$ cat config.mk
export PLATFORM = sky130hd
export DESIGN_NAME = pipe_ctrl
export DESIGN_NICKNAME = d
export VERILOG_FILES = /design/src/rtl/core_pkg.sv /design/src/rtl/pipe_hazard_detect.sv /design/src/rtl/pipe_ctrl.sv
export SDC_FILE = /design/constraint.sdc
export NUM_CORES = 1
export LEC_CHECK = 0
export BUFFER_PORTS_ARGS = -buffer_cell sky130_fd_sc_hd__buf_4
export CORE_ASPECT_RATIO = 1.4
export CORE_MARGIN = 1.5
export CORE_UTILIZATION = 29
export CTS_BUF_LIST = sky130_fd_sc_hd__clkbuf_16
export DETAILED_ROUTE_END_ITERATION = 6
export GPL_TIMING_DRIVEN = 0
export PLACE_DENSITY = 0.77
export SETUP_SLACK_MARGIN = 0.05
export SKIP_LAST_GASP = 1
export SLEW_MARGIN = 40
export SYNTH_ARGS = -nofsm -noshare
export SYNTH_HDL_FRONTEND = slang
export SYNTH_SLANG_ARGS = --single-unit
$ cat constraint.sdc
create_clock -name CLK -period 1.44 [get_ports CLK]
set_input_delay 0.288 -clock CLK [delete_from_list [all_inputs] [get_ports CLK]]
set_output_delay 0.288 -clock CLK [all_outputs]
set_load 0.01 [all_outputs]
$ cat src/rtl/core_pkg.sv
// Shared RV32 core definitions: base opcodes and the pipeline sequencer state type.
package core_pkg;

  localparam logic [6:0] LUI   = 7'b0110111;
  localparam logic [6:0] AUIPC = 7'b0010111;
  localparam logic [6:0] JAL   = 7'b1101111;
  localparam logic [6:0] JALR  = 7'b1100111;
  localparam logic [6:0] BCC   = 7'b1100011;
  localparam logic [6:0] LCC   = 7'b0000011;
  localparam logic [6:0] SCC   = 7'b0100011;
  localparam logic [6:0] MCC   = 7'b0010011;
  localparam logic [6:0] RCC   = 7'b0110011;
  localparam logic [6:0] SYS   = 7'b1110011;
  localparam logic [6:0] CUS   = 7'b0001011;

  typedef enum logic [1:0] {
    RUN     = 2'd0,
    MEMWAIT = 2'd1,
    FLUSH   = 2'd2,
    LDSTALL = 2'd3
  } pipe_state_t;

  // rs1 is a real source operand unless the format has no rs1 field
  function automatic logic reads_rs1(input logic [6:0] op);
    return !(op == LUI || op == AUIPC || op == JAL);
  endfunction

  // rs2 is a real source operand only for B, S and R formats
  function automatic logic reads_rs2(input logic [6:0] op);
    return (op == BCC || op == SCC || op == RCC);
  endfunction

endpackage

$ cat src/rtl/pipe_hazard_detect.sv
// Combinational load-use hazard comparator between the EX load and the ID consumer.
module pipe_hazard_detect
  import core_pkg::*;
(
  input  logic [31:0] if_id_inst,
  input  logic [31:0] id_ex_inst,
  input  logic [4:0]  id_ex_rd,
  output logic        ldu
);

  logic ex_is_load;
  logic rs1_hit;
  logic rs2_hit;

  // flag a dependency of the decode instruction on a load result not yet available
  always_comb begin
    ex_is_load = (id_ex_inst[6:0] == LCC) && (id_ex_inst != '0) && (id_ex_rd != '0);
    rs1_hit    = (id_ex_rd == if_id_inst[19:15]) && reads_rs1(if_id_inst[6:0]);
    rs2_hit    = (id_ex_rd == if_id_inst[24:20]) && reads_rs2(if_id_inst[6:0]);
    ldu        = ex_is_load && (rs1_hit || rs2_hit);
  end

endmodule

$ cat src/rtl/pipe_ctrl.sv
// Pipeline hazard / flush sequencer: load-use stalls, data-memory waits and
// branch/jump flush windows. Optional performance counters: PIPE_CTRL_PERF_EN.
module pipe_ctrl
  import core_pkg::*;
#(
  parameter int unsigned FLUSH_CYCLES = 2
) (
  input  logic        CLK,
  input  logic        RESN,
  input  logic [31:0] IF_ID_inst,
  input  logic [31:0] ID_EX_inst,
  input  logic [4:0]  ID_EX_rd,
  input  logic        branch_req,
  input  logic        jump_req,
  input  logic        dmem_req,
  input  logic        dmem_ack,
  output logic        HLT,
  output logic        IF_flush,
  output logic        ID_bubble,
  output logic [1:0]  state_o,
  output logic [31:0] perf_stall,
  output logic [31:0] perf_flush,
  output logic [31:0] perf_ldu
);

  pipe_state_t state_q, state_d;
  logic [2:0]  cnt_q, cnt_d;
  logic        pend_jump_q, pend_jump_d;
  logic        pend_branch_q, pend_branch_d;

  logic ldu;
  logic mem_stall;
  logic jump_eff;
  logic branch_eff;
  logic hlt_c;
  logic flush_c;
  logic bubble_c;
  logic ldu_enter;

  pipe_hazard_detect u_hazard (
    .if_id_inst (IF_ID_inst),
    .id_ex_inst (ID_EX_inst),
    .id_ex_rd   (ID_EX_rd),
    .ldu        (ldu)
  );

  // next-state and Mealy control outputs; pending flushes from a memory wait
  // are merged into RUN's request inputs so they obey RUN's priority order
  always_comb begin
    state_d       = state_q;
    cnt_d         = cnt_q;
    pend_jump_d   = pend_jump_q;
    pend_branch_d = pend_branch_q;
    hlt_c         = 1'b0;
    flush_c       = 1'b0;
    bubble_c      = 1'b0;
    ldu_enter     = 1'b0;
    mem_stall     = dmem_req && !dmem_ack;
    jump_eff      = jump_req || pend_jump_q;
    branch_eff    = branch_req || pend_branch_q;
    unique case (state_q)
      RUN: begin
        if (mem_stall) begin
          hlt_c   = 1'b1;
          state_d = MEMWAIT;
        end else if (jump_eff) begin
          flush_c       = 1'b1;
          bubble_c      = 1'b1;
          pend_jump_d   = 1'b0;
          pend_branch_d = 1'b0;
        end else if (branch_eff) begin
          flush_c       = 1'b1;
          pend_jump_d   = 1'b0;
          pend_branch_d = 1'b0;
          if (FLUSH_CYCLES > 1) begin
            cnt_d   = 3'(FLUSH_CYCLES - 1);
            state_d = FLUSH;
          end
        end else if (ldu) begin
          hlt_c     = 1'b1;
          bubble_c  = 1'b1;
          ldu_enter = 1'b1;
          state_d   = LDSTALL;
        end
      end
      MEMWAIT: begin
        hlt_c         = !dmem_ack;
        pend_jump_d   = pend_jump_q || jump_req;
        pend_branch_d = pend_branch_q || branch_req;
        if (dmem_ack) state_d = RUN;
      end
      FLUSH: begin
        if (mem_stall) begin
          hlt_c   = 1'b1;
          cnt_d   = '0;
          state_d = MEMWAIT;
        end else begin
          flush_c  = 1'b1;
          bubble_c = jump_req;
          cnt_d    = cnt_q - 3'd1;
          if (cnt_q <= 3'd1) state_d = RUN;
        end
      end
      LDSTALL: begin
        state_d = RUN;
      end
      default: begin
        state_d = RUN;
      end
    endcase
  end

  // sequencer registers
  always_ff @(posedge CLK or negedge RESN) begin
    if (!RESN) begin
      state_q       <= RUN;
      cnt_q         <= '0;
      pend_jump_q   <= 1'b0;
      pend_branch_q <= 1'b0;
    end else begin
      state_q       <= state_d;
      cnt_q         <= cnt_d;
      pend_jump_q   <= pend_jump_d;
      pend_branch_q <= pend_branch_d;
    end
  end

  // controls are forced low while reset is held, even mid-window
  always_comb begin
    HLT       = RESN && hlt_c;
    IF_flush  = RESN && flush_c;
    ID_bubble = RESN && bubble_c;
    state_o   = RESN ? state_q : RUN;
  end

`ifdef PIPE_CTRL_PERF_EN
  logic [31:0] perf_stall_q, perf_stall_d;
  logic [31:0] perf_flush_q, perf_flush_d;
  logic [31:0] perf_ldu_q, perf_ldu_d;

  // saturating event counters
  always_comb begin
    perf_stall_d = perf_stall_q;
    perf_flush_d = perf_flush_q;
    perf_ldu_d   = perf_ldu_q;
    if (HLT && perf_stall_q != '1)      perf_stall_d = perf_stall_q + 32'd1;
    if (IF_flush && perf_flush_q != '1) perf_flush_d = perf_flush_q + 32'd1;
    if (ldu_enter && perf_ldu_q != '1)  perf_ldu_d   = perf_ldu_q + 32'd1;
  end

  // counter registers
  always_ff @(posedge CLK or negedge RESN) begin
    if (!RESN) begin
      perf_stall_q <= '0;
      perf_flush_q <= '0;
      perf_ldu_q   <= '0;
    end else begin
      perf_stall_q <= perf_stall_d;
      perf_flush_q <= perf_flush_d;
      perf_ldu_q   <= perf_ldu_d;
    end
  end

  assign perf_stall = perf_stall_q;
  assign perf_flush = perf_flush_q;
  assign perf_ldu   = perf_ldu_q;
`else
  logic unused_ldu_enter;
  assign unused_ldu_enter = ldu_enter;
  assign perf_stall = '0;
  assign perf_flush = '0;
  assign perf_ldu   = '0;
`endif

endmodule

==> results by group <==
Drt
  – Initial drt markers: 31
  – Drt pass-1 iters: 4
  – Final ANT Viol Nets: 0
  – WL/cell: 8.67 um
  – WL final: 3.31 mm
  – Post-route DRC: 0
  – Vias: 1308
  – Avg Vias per Cell: 3.42

Critical path
  – CP max FO: 4
  – Setup crit end: HLT
  – Setup crit start kind: input port
  – Crit path from: IF_ID_inst[6]
  – Worst reg2reg path endpoint: cnt_q[2]
  – Reg2Reg Setup Slack: -20 ps
  – Crit Path Class: in -> out
  – CP delay by family, top: compound AO/OA/AOI/OAI gates
  – CP Data Required Time: 1150 ps
  – CP peak stage delay: 380 ps
  – Cell Chain, Critical Path: buf_6, or3b_4, a21oi_2, nor4_2, o21ai_2, o32ai_2, buf_4
  – CP endpoint kind: output pin
  – WP buf/inv: 2
  – Worst EP arrival: 1590 ps
  – Worst r2r src: pend_jump_q
  – Reg2Reg Depth: 4
  – CP Depth: 7
  – Critical path's slowest cell: or3b_4

Yosys
  – Synth area leaders: buf_4, dfrtp_1, xnor2_1, xor2_1, nor2_1
  – Leading area contributor after synthesis: buf_4
  – Yosys warning count: 0
  – Seq/Total Area, Yosys: 12.8%
  – Mapped Cells: 176
  – Post-Syn Area: 1370 sq um
  – Top cell type's share of synthesized area: 52.5%
  – Register bit total from synthesis: 7
  – Synth unique cells: 33
  – Mean cell area of the mapped netlist: 7.81 sq um

Clocking
  – Clk sinks: 7
  – Root Driver: clkbuf_16
  – Clock Path Buffers: 2
  – Reg clk slew, reported paths: 40 ps
  – Max H-tree Level: 1
  – Clk_lat worst skew: 230 ps
  – Number of CTS-inserted buffers: 3
  – CTS tree: done

Timing
  – Final Max Slew Viols: 0
  – Post-Route Setup TNS: -939 ps
  – Minimum clock period: 1880 ps
  – Final Hold Vio Count: 0
  – Final Skew: 0.357 ps
  – Final hold slack: 309 ps
  – Final worst path period share: 130%
  – Setup violations, final: 6
  – Fin worst setup slack: -436 ps
  – Fmax: 0.533 GHz
  – RSZ-0062 raised after global routing: true

Power and ir drop
  – P_int: 1.05 mW
  – Logic pwr share: 50.6%
  – Switching share of power: 33.9%
  – Sequential share of power: 19.3%
  – Pwr Total: 1.58 mW
  – Clk pwr share: 30.1%
  – Power per standard cell area: 688 nW/um^2
  – Switching power: 0.535 mW
  – Leakage: 1.35 nW
  – Max VDD drop: 0.000897 V

Cells and area
  – Synth-to-layout area growth: 67.4%
  – Ant diodes: 0
  – Fillers: 447
  – Share of post-route cells with drive strength above 1: 50.3%
  – Final instance area: 2300 sq um
  – Register area: 176 sq um
  – Layout net count: 398
  – Footprint of the multi-input gates: 865 sq um

Die
  – Die width: 61.2 um
  – Die Y: 84.4 um
  – Die footprint: 5170 sq um
  – Top Ports: 176
  – Initial core utilization: 30.3%
  – Row Count: 29
  – Core area: 4540 sq um

Placed design
  – Placed Area: 2100 sq um
  – Post-place setup slack: -460 ps
  – Dpl hpwl: 2.76 mm
  – GPL Wtd Cong: 0.782
  – Port Buf Inserts: 39

Global routing
  – Antenna violations before repair: 0
  – Vias in the first global route: 1166
  – Total gr overflow: 0
  – First-pass GRT wire length: 4.67 mm
  – GR Util All Layers: 11.3%
  – Pin count of the biggest net entering global routing: 8

Run
  – Number of max-cap violations: 0

Run status
  – Status: finished with violations
  – Failing checks: setup timing

Worst hold path
  – Worst hold path type: in -> reg
-- stage by stage --
step           std cells  utilization [%]
6_report             382             50.7
5_1_grt              382             50.7
4_1_cts              379             48.9
3_5_place_dp         372             46.3
3_3_place_gp         372             46.3
2_1_floorplan        271                -
-- worst register-to-register path: cells and delay by family (launching register included) --
family / cells / cell delay [ps]
compound gates: 2 / 260
buf+inv: 1 / 130
flops: 1 / 400
simple gates: 1 / 550
-- per-layer routing --
layer  vias up  GRT usage (%)  wire, um
li1        673              -         -
met1       531           9.90       934
met2       102           24.0      1860
met3         2           2.00       492
met4         0           2.37        21
met5         -              0         0
-- final cells by class --
class / count / area share (%)
plain buffers: 96 / 31.3
clock buffers: 3 / 3.26
clock inverters: 1 / 0.163
inverters: 6 / 1.14
multi-input cells: 162 / 37.6
flip-flops and latches: 7 / 7.67
well taps: 62 / 3.37
repair buffers: 45 / 15.5
-- flip-flops by register name, indices dropped and copies added, names as in the netlist --
| register | count |
|---|---|
| pend_branch_q | 1 |
| state_q | 2 |
| pend_jump_q | 1 |
| cnt_q | 3 |
-- timing repair --
item	in CTS	in global routing
buffers inserted	2	3
hold buffers	1	0
hold endpoints to repair	7	0
pin swaps	6	7
setup endpoints to repair	4	10
resized for setup	5	12
-- layout by cell type (no fill, tap or decap), types with 3 or more instances in the layout --
cell / n
nor2_1: 8
o21ai_0: 5
xnor2_1: 7
buf_6: 4
inv_1: 6
nand3_1: 4
nand2_1: 3
a21oi_1: 4
conb_1: 96
dfrtp_1: 6
clkbuf_16: 3
buf_4: 136
xor2_1: 4
-- synth_stat cells --
library cell / count
xnor2_1: 7
o21bai_1: 1
xor2_1: 4
nand4_1: 1
o41ai_2: 1
nand4b_1: 2
nor2b_2: 1
a21oi_2: 1
or2_2: 1
buf_4: 96
o32a_1: 1
nor3_1: 3
conb_1: 1
nor4_1: 1
a21oi_1: 6
o22ai_1: 3
or3b_1: 1
a211o_1: 1
o32ai_1: 1
or4_4: 1
ha_1: 2
nor4_2: 1
o21ai_0: 5
o211ai_1: 1
nand2_1: 3
nand3_1: 4
nor2_1: 9
mux2i_1: 1
nor2b_1: 1
o21ai_2: 1
dfrtp_1: 7
inv_1: 6
and2_1: 1
-- worst min path at each step --
stage / from / endpoint / depth (start not counted)
2_1_floorplan: RESN / cnt_q[0] / 0
3_3_place_gp: RESN / pend_jump_q / 1
5_1_grt: dmem_ack / state_q[0] / 2
3_5_place_dp: RESN / pend_jump_q / 1
6_report: dmem_ack / state_q[0] / 2
4_1_cts: dmem_ack / state_q[0] / 2
-- power by group through the flow --
stage / clock network (mW) / registers, mW / logic [mW]
CTS: 0.479 / 0.301 / 0.719
global placement: 0 / 0.300 / 0.674
floorplan: 0 / 0.293 / 0.540
finish: 0.476 / 0.304 / 0.801
global route: 0.499 / 0.315 / 0.887
detailed placement: 0 / 0.306 / 0.687
-- cell families (layout without fill, tap and decap cells) --
family	Yosys count	after routing	synth area share, %
XOR/XNOR	11	11	7.01
flip-flops	7	7	12.8
other	1	96	0.273
adder cells (fa/ha/maj)	2	2	1.82
multiplexers	1	1	0.729
buffers and inverters	102	151	54.1
AO/OA/AOI/OAI	22	22	10.9
AND/OR/NAND/NOR	30	30	12.4
Note: power is estimated with default switching activity, not from simulation.
